--- src/rtl/uart_cmd_parser_if.sv ---
// Byte stream in, FIFO pushes and status out, for the
// UART command parser.
interface uart_cmd_parser_if #(
  parameter int MAX_N = 8
);
  logic [7:0]       rx_data;
  logic             rx_valid;
  logic             busy;
  logic             fifo_full;
  logic [3:0]       N;
  logic             start;
  logic [7:0]       wr_data;
  logic [MAX_N-1:0] push_row;
  logic             push_vec;
  logic             clr;
  logic             ready;
  logic             err;
  logic [1:0]       err_code;

  modport master (
    output rx_data, rx_valid, busy, fifo_full,
    input  N, start, wr_data, push_row,
    input  push_vec, clr, ready, err, err_code
  );

  modport slave (
    input  rx_data, rx_valid, busy, fifo_full,
    output N, start, wr_data, push_row,
    output push_vec, clr, ready, err, err_code
  );
endinterface

--- src/rtl/uart_cmd_parser.sv ---
// Frame hunter/decoder between UART RX and the
// matrix-vector engine: sets N, fills FIFOs, starts runs.
module uart_cmd_parser #(
  parameter int         MAX_N = 8,
  parameter logic [7:0] SOF   = 8'hFE,
  parameter logic [7:0] EOF   = 8'hEF
) (
  input logic              clk,
  input logic              rst,
  uart_cmd_parser_if.slave bus
);
  localparam logic [7:0] CMD_SETN  = 8'h01;
  localparam logic [7:0] CMD_START = 8'h03;
  localparam logic [7:0] CMD_LOAD  = 8'h04;
  localparam logic [7:0] MAXN8     = 8'(MAX_N);
  localparam logic [1:0] BAD_CMD   = 2'd0;
  localparam logic [1:0] BAD_EOF   = 2'd1;
  localparam logic [1:0] NOT_READY = 2'd2;
  localparam logic [1:0] OVERFLOW  = 2'd3;
  localparam logic [MAX_N-1:0] ONE = MAX_N'(1);

  typedef enum logic [2:0] {
    IDLE, GET_LEN, GET_CMD, GET_PAY, GET_EOF
  } state_e;

  state_e           state_q, state_d;
  logic [7:0]       len_q, len_d;
  logic [7:0]       cmd_q, cmd_d;
  logic [7:0]       rem_q, rem_d;
  logic [7:0]       pay_q, pay_d;
  logic [3:0]       row_q, row_d;
  logic [3:0]       col_q, col_d;
  logic [3:0]       n_q, n_d;
  logic             ready_q, ready_d;
  logic             start_q, start_d;
  logic             clr_q, clr_d;
  logic             err_q, err_d;
  logic [1:0]       code_q, code_d;
  logic [7:0]       wr_q, wr_d;
  logic [MAX_N-1:0] prow_q, prow_d;
  logic             pvec_q, pvec_d;

  logic [7:0] n8;
  logic [7:0] load_len;
  logic       cmd_ok;
  logic       fail;
  logic [1:0] fcode;

  assign n8       = {4'd0, n_q};
  assign load_len = n8 * n8 + n8 + 8'd1;

  always_comb begin
    cmd_ok = 1'b0;
    unique case (1'b1)
      bus.rx_data == CMD_SETN:  cmd_ok = len_q == 8'd2;
      bus.rx_data == CMD_START: cmd_ok = len_q == 8'd1;
      bus.rx_data == CMD_LOAD:
        cmd_ok = (len_q == load_len) && (n_q != 4'd0);
      default:                  cmd_ok = 1'b0;
    endcase
  end

  always_comb begin
    state_d = state_q;
    len_d   = len_q;
    cmd_d   = cmd_q;
    rem_d   = rem_q;
    pay_d   = pay_q;
    row_d   = row_q;
    col_d   = col_q;
    n_d     = n_q;
    ready_d = ready_q;
    start_d = 1'b0;
    clr_d   = 1'b0;
    err_d   = 1'b0;
    code_d  = code_q;
    wr_d    = wr_q;
    prow_d  = '0;
    pvec_d  = 1'b0;
    fail    = 1'b0;
    fcode   = BAD_CMD;
    if (bus.rx_valid) begin
      unique case (state_q)
        IDLE: begin
          if (bus.rx_data == SOF) state_d = GET_LEN;
        end
        GET_LEN: begin
          len_d = bus.rx_data;
          if (bus.rx_data == 8'd0) fail = 1'b1;
          else state_d = GET_CMD;
        end
        GET_CMD: begin
          cmd_d = bus.rx_data;
          rem_d = len_q - 8'd1;
          row_d = 4'd0;
          col_d = 4'd0;
          if (!cmd_ok) begin
            fail = 1'b1;
          end else if (bus.busy) begin
            fail  = 1'b1;
            fcode = NOT_READY;
          end else begin
            state_d = (len_q == 8'd1) ? GET_EOF : GET_PAY;
            if (bus.rx_data == CMD_LOAD) begin
              clr_d   = 1'b1;
              ready_d = 1'b0;
            end
          end
        end
        GET_PAY: begin
          rem_d = rem_q - 8'd1;
          if (rem_q == 8'd1) state_d = GET_EOF;
          if (cmd_q != CMD_LOAD) begin
            pay_d = bus.rx_data;
          end else if (bus.fifo_full) begin
            fail  = 1'b1;
            fcode = OVERFLOW;
          end else begin
            wr_d = bus.rx_data;
            // row_q == N marks the vector tail of the payload
            if (row_q == n_q) begin
              pvec_d = 1'b1;
            end else begin
              prow_d = ONE << row_q;
              if (col_q == n_q - 4'd1) begin
                col_d = 4'd0;
                row_d = row_q + 4'd1;
              end else begin
                col_d = col_q + 4'd1;
              end
            end
          end
        end
        GET_EOF: begin
          state_d = IDLE;
          if (bus.rx_data != EOF) begin
            fail  = 1'b1;
            fcode = BAD_EOF;
          end else begin
            unique case (1'b1)
              cmd_q == CMD_SETN: begin
                if (pay_q >= 8'd2 && pay_q <= MAXN8) begin
                  n_d     = pay_q[3:0];
                  ready_d = 1'b0;
                  clr_d   = 1'b1;
                end else begin
                  fail = 1'b1;
                end
              end
              cmd_q == CMD_LOAD: ready_d = 1'b1;
              default: begin
                if (ready_q) begin
                  start_d = 1'b1;
                  ready_d = 1'b0;
                end else begin
                  fail  = 1'b1;
                  fcode = NOT_READY;
                end
              end
            endcase
          end
        end
        default: state_d = IDLE;
      endcase
    end
    if (fail) begin
      state_d = IDLE;
      err_d   = 1'b1;
      code_d  = fcode;
      clr_d   = 1'b1;
      ready_d = 1'b0;
      prow_d  = '0;
      pvec_d  = 1'b0;
    end
  end

  always_ff @(posedge clk) begin
    if (!rst) begin
      state_q <= IDLE;
      len_q   <= '0;
      cmd_q   <= '0;
      rem_q   <= '0;
      pay_q   <= '0;
      row_q   <= '0;
      col_q   <= '0;
      n_q     <= '0;
      ready_q <= 1'b0;
      start_q <= 1'b0;
      clr_q   <= 1'b0;
      err_q   <= 1'b0;
      code_q  <= '0;
      wr_q    <= '0;
      prow_q  <= '0;
      pvec_q  <= 1'b0;
    end else begin
      state_q <= state_d;
      len_q   <= len_d;
      cmd_q   <= cmd_d;
      rem_q   <= rem_d;
      pay_q   <= pay_d;
      row_q   <= row_d;
      col_q   <= col_d;
      n_q     <= n_d;
      ready_q <= ready_d;
      start_q <= start_d;
      clr_q   <= clr_d;
      err_q   <= err_d;
      code_q  <= code_d;
      wr_q    <= wr_d;
      prow_q  <= prow_d;
      pvec_q  <= pvec_d;
    end
  end

  assign bus.N        = n_q;
  assign bus.ready    = ready_q;
  assign bus.start    = start_q;
  assign bus.clr      = clr_q;
  assign bus.err      = err_q;
  assign bus.err_code = code_q;
  assign bus.wr_data  = wr_q;
  assign bus.push_row = prow_q;
  assign bus.push_vec = pvec_q;
endmodule

--- src/flat_wrapper.sv ---
// flat-port wrapper written by rule: the top's interface ports become plain ports
module uart_cmd_parser_flat 
#(
  parameter int         MAX_N = 8,
  parameter logic [7:0] SOF   = 8'hFE,
  parameter logic [7:0] EOF   = 8'hEF
)
  (clk, rst, bus_rx_data, bus_rx_valid, bus_busy, bus_fifo_full, bus_N, bus_start, bus_wr_data, bus_push_row, bus_push_vec, bus_clr, bus_ready, bus_err, bus_err_code);
  uart_cmd_parser_if #(.MAX_N(MAX_N)) bus_i ();
  input logic clk;
  input logic rst;
  input wire logic [$bits(bus_i.rx_data)-1:0] bus_rx_data;
  input wire logic [$bits(bus_i.rx_valid)-1:0] bus_rx_valid;
  input wire logic [$bits(bus_i.busy)-1:0] bus_busy;
  input wire logic [$bits(bus_i.fifo_full)-1:0] bus_fifo_full;
  output wire logic [$bits(bus_i.N)-1:0] bus_N;
  output wire logic [$bits(bus_i.start)-1:0] bus_start;
  output wire logic [$bits(bus_i.wr_data)-1:0] bus_wr_data;
  output wire logic [$bits(bus_i.push_row)-1:0] bus_push_row;
  output wire logic [$bits(bus_i.push_vec)-1:0] bus_push_vec;
  output wire logic [$bits(bus_i.clr)-1:0] bus_clr;
  output wire logic [$bits(bus_i.ready)-1:0] bus_ready;
  output wire logic [$bits(bus_i.err)-1:0] bus_err;
  output wire logic [$bits(bus_i.err_code)-1:0] bus_err_code;
  assign bus_i.rx_data = bus_rx_data;
  assign bus_i.rx_valid = bus_rx_valid;
  assign bus_i.busy = bus_busy;
  assign bus_i.fifo_full = bus_fifo_full;
  assign bus_N = bus_i.N;
  assign bus_start = bus_i.start;
  assign bus_wr_data = bus_i.wr_data;
  assign bus_push_row = bus_i.push_row;
  assign bus_push_vec = bus_i.push_vec;
  assign bus_clr = bus_i.clr;
  assign bus_ready = bus_i.ready;
  assign bus_err = bus_i.err;
  assign bus_err_code = bus_i.err_code;
  uart_cmd_parser #(.MAX_N(MAX_N), .SOF(SOF), .EOF(EOF)) u_core (.clk(clk), .rst(rst), .bus(bus_i));
endmodule
--- config.mk ---
export PLATFORM = sky130hd
export DESIGN_NAME = uart_cmd_parser_flat
export DESIGN_NICKNAME = d
export VERILOG_FILES = /design/src/rtl/uart_cmd_parser_if.sv /design/src/rtl/uart_cmd_parser.sv /design/src/flat_wrapper.sv
export SDC_FILE = /design/constraint.sdc
export NUM_CORES = 1
export LEC_CHECK = 0
export BUFFER_PORTS_ARGS = -buffer_cell sky130_fd_sc_hd__clkbuf_2
export CAP_MARGIN = 20
export CORE_MARGIN = 2
export CORE_UTILIZATION = 63
export DETAILED_ROUTE_END_ITERATION = 6
export PLACE_DENSITY = 0.85
export SLEW_MARGIN = 20
export SYNTH_ARGS = -nofsm -noshare
export SYNTH_HDL_FRONTEND = slang
export SYNTH_SLANG_ARGS = --single-unit
--- constraint.sdc ---
create_clock -name clk -period 6.9 [get_ports clk]
set_clock_uncertainty 0.1 [all_clocks]
set_input_delay 1.38 -clock clk [delete_from_list [all_inputs] [get_ports clk]]
set_output_delay 1.38 -clock clk [all_outputs]
set_load 0.02 [all_outputs]
==> results.toml <==
[hold_path]
hold_path.class = "flop to flop"

[synth]
yosysTopAreaCell = "dfxtp_1"
synth_top_family_by_area = "simple AND/OR/NAND/NOR gates"
synthAdderAreaFrac_pct = 7.68
syn_inst = 463
ys_seq_elements = 70
synth_top_area_share_pct = 36.5
ys_top_cells_by_count = "dfxtp_1, nand2_1, nor2_1"
synth.distinct_cells = 52
synthXorXnorAreaFrac_pct = 7.29
synth_area_per_cell_um2 = 8.30
yosys_warnings = 0
synth_compound_area_share_pct = 12.2
ys_seq_area_share_pct = 36.5
synth_nets = 499
yosysMostFrequentCell = "dfxtp_1"
synth-simple-area-share_pct = 25.3
synth_area_mm2 = 0.00384
synthFlopType = "dfxtp_1"
synth_edf_count = 0
synthArstFlopShare_pct = 0
synthTopCellsByArea = "dfxtp_1, ha_1, mux2i_1, nand2_1, nor2_1"
synthMuxAreaShare_pct = 6.81

[routing]
dr.pass1.iters = 5
drtIter0Drc = 239
ant_nets = 0
wl_um = 9050
drc = 0
vias_per_cell = 5.92
vias = 3365
routedWlPerCell_um = 15.9

[setup_path]
worstSetupPathType = "flop to flop"
cp-end-kind = "flop"
cpMostUsedCell = "ha_1"
crit_fanout = 9
cp_top_family = "compound AO/OA/AOI/OAI gates"
worstPathCellList = "inv_1, ha_1, ha_1, ha_1, inv_1, fa_1, xnor2_1, a211oi_2, nand4_1, or4_4, o31a_1, o221a_1, o31a_1"
cp_slowest_cell = "or4_4"
startpoint_type = "flop"
max_stage_delay_ns = 0.52
critical_path_buf_inv_count = 2
cp.arrival_ns = 4.22
crit_required_ns = 7.06

[power]
ir_drop_mv = 0.166
p_sw_share_pct = 24.7
seqPwrFrac_pct = 52.7
p_switching_mw = 0.191
p_per_area_mw_per_mm2 = 182
power_frac_clock_pct = 43.4
total_power_mw = 0.772
leakage_nw = 1.69
power_frac_comb_pct = 4.0
p_int_mw = 0.581

[clocking]
cts_resized = 0
cts_buffers = 9
clk_pin_slew_ns = 0.08
post_cts_buffers = 0
root_buffer = "clkbuf_8"
cts.sinks = 70
insertion_delay_ns = 0.36
htreeDepth = 3
cts_tree = "yes"
clockBufferDepth = 2
holdBufCountCts = 0

[sta]
setup_slack_ns = 2.83
fin_crit_ns = 4.07
max-slew-margin-rel_pct = 24.1
finalCritPeriodShare_pct = 58.9
final_hold_viol_count = 0
final-setup-viol-count = 0
fin_tns_setup_ns = 0
grt_setup_unrepaired = "false"
slew_violations = 0
max_freq_mhz = 246
worstMarginPinSlew_ns = 1.13

[final_layout]
syn_to_final_growth_pct = 10.3
drive_above_1_share_pct = 13.8
insertedDiodeCount = 0
nFillCells = 479
layout.nets = 525

[placed_design]
dp_slack_ns = 2.85
io_buffers = 39
post-dp-hpwl_um = 6460
finalWeightedCongestion = 0.856

[global_routing]
first_global_vias = 3169
track_usage_pct = 29.2
grt_overflow = 0
grt_antenna_before_repair = 0
grt_pass1_wl_um = 14800
grt_max_degree = 50

[die]
core_area_mm2 = 0.00592
die_w_um = 82.1
ios = 40
die_area_mm2 = 0.00674
dieHeight_um = 82.1
start_util_pct = 64.9
rows = 28

[status]
status = "finished, final reports clean"

[flow_run]
maxCapViolCount = 0
final cells by class:
class	count	area, um^2	area share, %
Multi-Input combinational cell	353	2280	53.9
Sequential cell	70	1400	33.1
Timing Repair Buffer	41	210	4.96
Clock buffer	9	124	2.92
Tap cell	75	93.8	2.22
Clock inverter	6	71.3	1.68
Inverter	14	52.6	1.24
tightest hold or removal path, delay by kind of cell, from the launching register on:
kind	cells	cell delay [ns]
simple gates	1	0.05
compound gates	1	0.05
flops	1	0.31
cell usage in the layout (no fill, tap or decap), types with 4 or more instances in the layout:
cell type / netlist / routed
nor2b_1: 7 / 7
nor2_1: 55 / 55
clkbuf_8: 0 / 9
nand2_1: 63 / 63
o21ai_0: 9 / 9
ha_1: 22 / 22
nand4_1: 5 / 5
xnor2_1: 15 / 15
nor4b_1: 4 / 4
xor2_1: 17 / 17
nand2b_1: 6 / 6
inv_1: 14 / 14
a211oi_1: 7 / 7
and2_1: 17 / 17
nor4_1: 8 / 8
a21oi_1: 28 / 28
nand3_1: 6 / 6
dfxtp_1: 70 / 70
mux2i_1: 25 / 25
clkbuf_2: 0 / 39
nor3_1: 15 / 14
registers in the layout (all words and copies together) (netlist names), 2 cells and up:
signal / cells
u_core.bus.N: 4
u_core.bus.err_code: 2
u_core.bus.push_row: 8
u_core.bus.wr_data: 8
u_core.cmd_q: 8
u_core.col_q: 4
u_core.len_q: 8
u_core.pay_q: 8
u_core.rem_q: 8
u_core.row_q: 4
u_core.state_q: 3
cells by family after synthesis:
group,after synthesis
mux,26
buf+inv,40
fa+ha+maj,23
compound gates,70
simple gates,202
flops,70
xor+xnor,32
power groups by stage:
stage               Sequential [mW]  Combinational, mW  Clock, mW
detailed placement            0.416             0.0298          0
finish                        0.407             0.0307      0.335
floorplan                     0.415             0.0199          0
CTS                           0.407             0.0302      0.339
global route                  0.407             0.0334      0.357
global placement              0.416             0.0293          0
final timing paths:
check	start	end	slack (ns)	depth (start not counted)
max	u_core.bus.N[0]	u_core.bus.clr	2.83	13
min	u_core.cmd_q[7]	u_core.cmd_q[7]	0.36	2
max reg2reg	u_core.bus.N[0]	u_core.bus.clr	2.83	13
min reg2reg	u_core.cmd_q[7]	u_core.cmd_q[7]	0.36	2
layer usage:
layer	part of all wire (%)	up-vias	wire length (um)	global-route usage, %
met5	0	-	0	0
met4	2.2	0	199	12.3
met3	4.5	21	406	7.72
met2	50	97	4490	48.5
met1	44	1608	3960	35.6
li1	-	1639	-	-
metrics by stage:
step	area [um^2]	util [%]	std cells	hold slack [ns]
floorplan	3840	-	463	0.336
global placement	4040	68.3	553	0.344
detailed placement	4040	68.3	553	0.348
CTS	4240	71.6	568	0.359
global route	4240	71.6	568	0.382
finish	4240	71.6	568	0.360
(Power assumes the default switching activity.)
